[config.mk]
export PLATFORM = sky130hd
export DESIGN_NAME = noc_port_arbiter
export DESIGN_NICKNAME = d
export VERILOG_FILES = /design/src/rtl/noc_pkg.sv /design/src/rtl/noc_port_arbiter_rr_pick.sv /design/src/rtl/noc_port_arbiter.sv
export SDC_FILE = /design/constraint.sdc
export NUM_CORES = 1
export LEC_CHECK = 0
export ABC_AREA = 1
export CELL_PAD_IN_SITES_DETAIL_PLACEMENT = 1
export CELL_PAD_IN_SITES_GLOBAL_PLACEMENT = 2
export CORE_MARGIN = 2
export CORE_UTILIZATION = 17
export DETAILED_ROUTE_END_ITERATION = 8
export GPL_TIMING_DRIVEN = 1
export PLACE_DENSITY_LB_ADDON = 0.1
export SYNTH_ARGS = -nofsm -noshare
export SYNTH_HDL_FRONTEND = slang
export SYNTH_SLANG_ARGS = --single-unit
export TNS_END_PERCENT = 30
[constraint.sdc]
create_clock -name i_sclk -period 2.07 [get_ports i_sclk]
set_input_delay 0.5175 -clock i_sclk [delete_from_list [all_inputs] [get_ports i_sclk]]
set_output_delay 0.5175 -clock i_sclk [all_outputs]
set_load 0.02 [all_outputs]
[src/rtl/noc_pkg.sv]
// Shared NoC switch types and helpers: arbiter state encoding,
// round-robin first-eligible search and flit address extraction.
package noc_pkg;

    typedef enum logic {
        ARB_IDLE = 1'b0,
        ARB_HOLD = 1'b1
    } arb_state_t;

    localparam int RR_MAX_IN = 8;

    // Scan from ptr upward, wrapping at n-1; returns ptr when none eligible.
    function automatic logic [2:0] rr_first(
        input logic [7:0] elig,
        input logic [2:0] ptr,
        input int         n
    );
        logic [2:0] idx;
        logic [2:0] win;
        logic       found;
        idx   = ptr;
        win   = ptr;
        found = 1'b0;
        for (int i = 0; i < RR_MAX_IN; i++) begin
            if (i < n && !found && elig[idx]) begin
                win   = idx;
                found = 1'b1;
            end
            idx = (int'(idx) == n - 1) ? 3'd0 : idx + 3'd1;
        end
        return win;
    endfunction

    function automatic logic [15:0] addr_field(
        input logic [63:0] flit,
        input int          dw,
        input int          aw
    );
        logic [63:0] sh;
        sh = flit >> (dw - aw);
        return sh[15:0] & ((16'd1 << aw) - 16'd1);
    endfunction

endpackage

[src/rtl/noc_port_arbiter_rr_pick.sv]
// Combinational rotate-priority picker shared by the switch ports.
// Reports the first eligible index at or after ptr and an any flag.
module rr_pick
    import noc_pkg::*;
#(
    parameter int NumIn = 3
) (
    input  logic [NumIn-1:0]         elig,
    input  logic [$clog2(NumIn)-1:0] ptr,
    output logic [$clog2(NumIn)-1:0] winner,
    output logic                     any_elig
);

    localparam int IdxW = $clog2(NumIn);

    logic [7:0] elig_w;
    logic [2:0] ptr_w;

    always_comb begin
        elig_w              = '0;
        elig_w[NumIn-1:0]   = elig;
        ptr_w               = '0;
        ptr_w[IdxW-1:0]     = ptr;
        winner              = IdxW'(rr_first(elig_w, ptr_w, NumIn));
    end

    assign any_elig = |elig;

endmodule

[src/rtl/noc_port_arbiter.sv]
// Round-robin burst arbiter for one switch output port, registered output.
// Define ARB_STATS_EN to add per-input saturating flit counters (o_grant_cnt).
module noc_port_arbiter
    import noc_pkg::*;
#(
    parameter int DataWidth = 36,
    parameter int AddrWidth = 4,
    parameter int NumIn     = 3,
    parameter int DestMin   = 0,
    parameter int DestMax   = 0,
    parameter int MaxBurst  = 4
) (
    input  logic                       i_sclk,
    input  logic                       i_reset_n,
    input  logic [NumIn*DataWidth-1:0] i_req_data,
    input  logic [NumIn-1:0]           i_req_valid,
    output logic [NumIn-1:0]           o_req_ready,
    output logic [DataWidth-1:0]       o_data,
    output logic                       o_data_valid,
    input  logic                       i_data_ready,
    output logic [NumIn-1:0]           o_grant,
    output logic                       o_busy
`ifdef ARB_STATS_EN
    ,
    output logic [NumIn*16-1:0]        o_grant_cnt
`endif
);

    localparam int IdxW = $clog2(NumIn);
    localparam int BcW  = $clog2(MaxBurst + 1);

    arb_state_t              state_q, state_d;
    logic [IdxW-1:0]         ptr_q, ptr_d;
    logic [IdxW-1:0]         owner_q, owner_d;
    logic [IdxW-1:0]         pick;
    logic [BcW-1:0]          cnt_q, cnt_d;
    logic [NumIn-1:0]        elig;
    logic                    any_elig;
    logic                    out_free;
    logic                    xfer;
    logic                    burst_done;
    logic [DataWidth-1:0]    owner_flit;

    always_comb begin
        logic [15:0] addr;
        addr = '0;
        for (int k = 0; k < NumIn; k++) begin
            addr = addr_field(64'(i_req_data[k*DataWidth +: DataWidth]),
                              DataWidth, AddrWidth);
            elig[k] = i_req_valid[k]
                    && int'(addr) >= DestMin
                    && int'(addr) <= DestMax;
        end
    end

    rr_pick #(
        .NumIn    (NumIn)
    ) u_pick (
        .elig     (elig),
        .ptr      (ptr_q),
        .winner   (pick),
        .any_elig (any_elig)
    );

    assign owner_flit = i_req_data[int'(owner_q)*DataWidth +: DataWidth];
    assign out_free   = ~o_data_valid | i_data_ready;
    assign xfer       = (state_q == ARB_HOLD) & elig[owner_q] & out_free;
    assign burst_done = xfer && (cnt_q + BcW'(1) == BcW'(MaxBurst));

    assign o_req_ready = xfer ? (NumIn'(1) << owner_q) : '0;
    assign o_grant     = (state_q == ARB_HOLD) ? (NumIn'(1) << owner_q) : '0;
    assign o_busy      = (state_q == ARB_HOLD);

    always_comb begin
        state_d = state_q;
        ptr_d   = ptr_q;
        owner_d = owner_q;
        cnt_d   = cnt_q;
        unique case (state_q)
            ARB_IDLE: begin
                if (any_elig) begin
                    owner_d = pick;
                    cnt_d   = '0;
                    state_d = ARB_HOLD;
                end
            end
            ARB_HOLD: begin
                if (xfer)
                    cnt_d = cnt_q + BcW'(1);
                // A stalled output never releases; only an idle owner does.
                if (burst_done || (!elig[owner_q] && out_free)) begin
                    state_d = ARB_IDLE;
                    ptr_d   = (owner_q == IdxW'(NumIn - 1))
                            ? '0 : owner_q + IdxW'(1);
                end
            end
        endcase
    end

    always_ff @(posedge i_sclk or negedge i_reset_n) begin
        if (!i_reset_n) begin
            state_q <= ARB_IDLE;
            ptr_q   <= '0;
            owner_q <= '0;
            cnt_q   <= '0;
        end else begin
            state_q <= state_d;
            ptr_q   <= ptr_d;
            owner_q <= owner_d;
            cnt_q   <= cnt_d;
        end
    end

    always_ff @(posedge i_sclk or negedge i_reset_n) begin
        if (!i_reset_n) begin
            o_data       <= '0;
            o_data_valid <= 1'b0;
        end else if (xfer) begin
            o_data       <= owner_flit;
            o_data_valid <= 1'b1;
        end else if (i_data_ready) begin
            o_data_valid <= 1'b0;
        end
    end

`ifdef ARB_STATS_EN
    logic [15:0] gcnt_q [NumIn];

    always_ff @(posedge i_sclk or negedge i_reset_n) begin
        if (!i_reset_n) begin
            for (int k = 0; k < NumIn; k++)
                gcnt_q[k] <= '0;
        end else begin
            for (int k = 0; k < NumIn; k++)
                if (o_req_ready[k] && gcnt_q[k] != 16'hFFFF)
                    gcnt_q[k] <= gcnt_q[k] + 16'd1;
        end
    end

    always_comb begin
        o_grant_cnt = '0;
        for (int k = 0; k < NumIn; k++)
            o_grant_cnt[k*16 +: 16] = gcnt_q[k];
    end
`endif

endmodule

==> flow_metrics.env <==
export IMPL_swShare_pct=43.9
export IMPL_synth_area_per_cell_um2=7.60
export IMPL_setup_viol=0
export IMPL_switchingPower_mw=2.51
export IMPL_synthToLayoutAreaGrowth_pct=88.3
export IMPL_fp_dieW_um=125
export IMPL_p_seq_share_pct=25.1
export IMPL_io_pins=158
export IMPL_grt_pass1_vias=3267
export IMPL_pwr_share_clk_pct=14.7
export IMPL_cts_buffers=5
export IMPL_slew_viol_final=0
export IMPL_place_inst=672
export IMPL_fmax_mhz=491
export IMPL_antenna_found_initial=0
export IMPL_postRouteAntennaNets=0
export IMPL_die_area_um2=15600
export IMPL_clk_latency_ps=300
export IMPL_synth_nets=443
export IMPL_overflow=0
export IMPL_clkTransAtPathRegs_ps=70
export IMPL_core_region_area_um2=14400
export IMPL_io_buffers=157
export IMPL_drt_initial_drc_count=127
export IMPL_synth_cells=327
export IMPL_netlist_cell_type_count=20
export IMPL_wire_per_inst_um=15.5
export IMPL_internal_power_mw=3.21
export IMPL_grt_pass1_wl_um=17900
export IMPL_rsz0062_at_grt="true"
export IMPL_die_y_um=125
export IMPL_peakVddDrop_uv=617
export IMPL_gr_usage_all_layers_pct=14.4
export IMPL_crit_required_ps=1550
export IMPL_skew_ps=4.39
export IMPL_ys_seq_elements=45
export IMPL_cp_data_arrival_time_ps=1520
export IMPL_ys_seq_area_share_pct=45.3
export IMPL_rr_worst_depth=7
export IMPL_path_max_fanout=4
export IMPL_remaining_drc_errors=0
export IMPL_cts_tree="yes"
export IMPL_syn_area_um2=2490
export IMPL_drv_cap=0
export IMPL_p_per_area_nw_per_um2=1220
export IMPL_worst_slew_pin_transition_ps=520
export IMPL_criticalPathCategory="in2out"
export IMPL_power_leakage_nw=2.09
export IMPL_hold_viol=0
export IMPL_cts_buffer_depth=2
export IMPL_end_kind="output pin"
export IMPL_r2r_slack_ps=220
export IMPL_utilization_pct=32.5
export IMPL_grt_max_degree=70
export IMPL_combPwrFrac_pct=60.2
export IMPL_fin_crit_sh_pct=98.3
export IMPL_max_slew_margin_pct=65.3
export IMPL_dr_pass1_iters=4
export IMPL_worst_setup_path_start_kind="input pin"
export IMPL_antenna_cells=0
export IMPL_synthesis_yosys_warnings=0
export IMPL_vias_per_cell=4.22
export IMPL_clock_sinks=45
export IMPL_cts_root_buf="clkbuf_16"
export IMPL_dp_hpwl_um=7860
export IMPL_ctsHoldBuffers=0
export IMPL_drive_above_1_share_pct=17.8
export IMPL_min_delay_path_class="in2async"
export IMPL_fin_cells=694
export IMPL_via_count=2931
export IMPL_fin_crit_ps=2040
export IMPL_nets=625
export IMPL_cts_max_level=2
export IMPL_rr_startpoint="owner_q[1]$_DFFE_PN0P_"
export IMPL_drt_total_wl_um=10800
export IMPL_rows=44
export IMPL_rr_endpoint="o_data[30]$_DFFE_PN0N_"
export IMPL_initial_core_util_pct=17.2
export IMPL_status="completed"
export IMPL_place_gp_congestion=0.728
## power groups by stage
stage / registers (mW) / logic [mW] / clock network (mW)
after global routing: 1.49 / 3.85 / 0.923
after CTS: 1.44 / 3.49 / 0.888
after global placement: 1.44 / 3.37 / 0
after detailed placement: 1.45 / 3.40 / 0
final: 1.44 / 3.44 / 0.841
after floorplan: 1.73 / 1.70 / 0
## worst max-delay path, cell delays in order
cell and delay [ps]:
dlygate4sd2_1 230, nand3_2 90, a22o_1 240, inv_2 80, nand3_4 120, nor2_4 130, buf_6 120
## state kept, by name, indices dropped and copies added, names as in the netlist
signal / count
o_data: 36
owner_q: 2
ptr_q: 2
o_busy: 1
cnt_q: 3
o_data_valid: 1
## synth_stat cells
cell type / n / share of area, %
o21ai_0: 28 / 5.6
a22o_1: 22 / 7.8
buf_4: 3 / 0.91
o21ai_2: 3 / 1.1
a221oi_1: 1 / 0.35
nand4_1: 3 / 0.75
nand3_1: 15 / 3.0
ha_1: 2 / 1.0
o21ai_1: 7 / 1.4
nand3b_1: 1 / 0.30
nand3_2: 1 / 0.40
clkbuf_1: 11 / 1.7
a21oi_1: 42 / 8.5
nor2_1: 31 / 4.7
buf_2: 6 / 1.2
dfrtp_1: 45 / 45
inv_1: 21 / 3.2
nand2_1: 83 / 13
inv_2: 1 / 0.15
nor2_2: 1 / 0.25
## routing by layer
metal,track usage (%),share of wire (%)
met2,23.4,45
met4,2.55,0.84
met5,0,0
met3,4.32,6.0
met1,19.4,48
## worst max path at each step
stage / start / end / slack (ps) / depth (start not counted)
floorplan: i_req_data[33] / o_req_ready[0] / 2 / 8
global placement: i_req_data[68] / o_req_ready[0] / -830 / 8
detailed placement: i_req_data[68] / o_req_ready[0] / -870 / 8
CTS: i_req_data[68] / o_req_ready[2] / -10 / 8
global route: owner_q[0]$_DFFE_PN0P_ / o_req_ready[1] / -60 / 7
finish: i_req_valid[0] / o_req_ready[1] / 30 / 7
## what timing repair did
action,in CTS,in global routing
pin swaps,15,10
resized for setup,84,8
buffers inserted,10,4
cloned,0,0
setup endpoints to repair,41,7
## layout by cell type (no fill, tap or decap), drive strengths merged
| cell | instances |
|---|---|
| nand2 | 83 |
| dlygate4sd2 | 4 |
| nand3b | 1 |
| clkinvlp | 1 |
| a22o | 22 |
| a21oi | 42 |
| inv | 23 |
| nand4 | 3 |
| clkbuf | 9 |
| ha | 2 |
| a221oi | 1 |
| o21ai | 38 |
| dfrtp | 45 |
| clkinv | 1 |
| clkdlybuf4s50 | 134 |
| nand3 | 16 |
| buf | 53 |
| nor2 | 32 |
## stage by stage
| step | setup WS (ps) | power [mW] | TNS (ps) | area, um^2 | hold WS (ps) |
|---|---|---|---|---|---|
| 3_5_place_dp | -871 | 4.85 | -17150 | 4450 | 458 |
| 6_report | 34.5 | 5.71 | 0 | 4680 | 186 |
| 5_1_grt | -60.3 | 6.27 | -128 | 4680 | 214 |
| 3_3_place_gp | -830 | 4.81 | -15360 | 4450 | 455 |
| 2_1_floorplan | 2.31 | 3.43 | 0 | 2550 | 222 |
| 4_1_cts | -13.9 | 5.82 | -13.9 | 4670 | 203 |
## layout make-up
class | count | area (um^2)
Inverter | 22 | 82.6
Clock inverter | 3 | 21.3
Timing Repair Buffer | 195 | 1800
Sequential cell | 45 | 1130
Fill cell | 1721 | 9740
Multi-Input combinational cell | 240 | 1290
Tap cell | 184 | 230
Clock buffer | 5 | 125
## cells by family (layout without fill, tap and decap cells)
kind of cell	Yosys count	in the layout	synth area share, %
DFF	45	45	45.3
buffers and inverters	42	225	7.10
and+or+nand+nor	135	135	21.9
adders and majority gates	2	2	1.01
AOI/OAI and AO/OA	103	103	24.7
No activity file was read; power rests on OpenSTA's default activity.
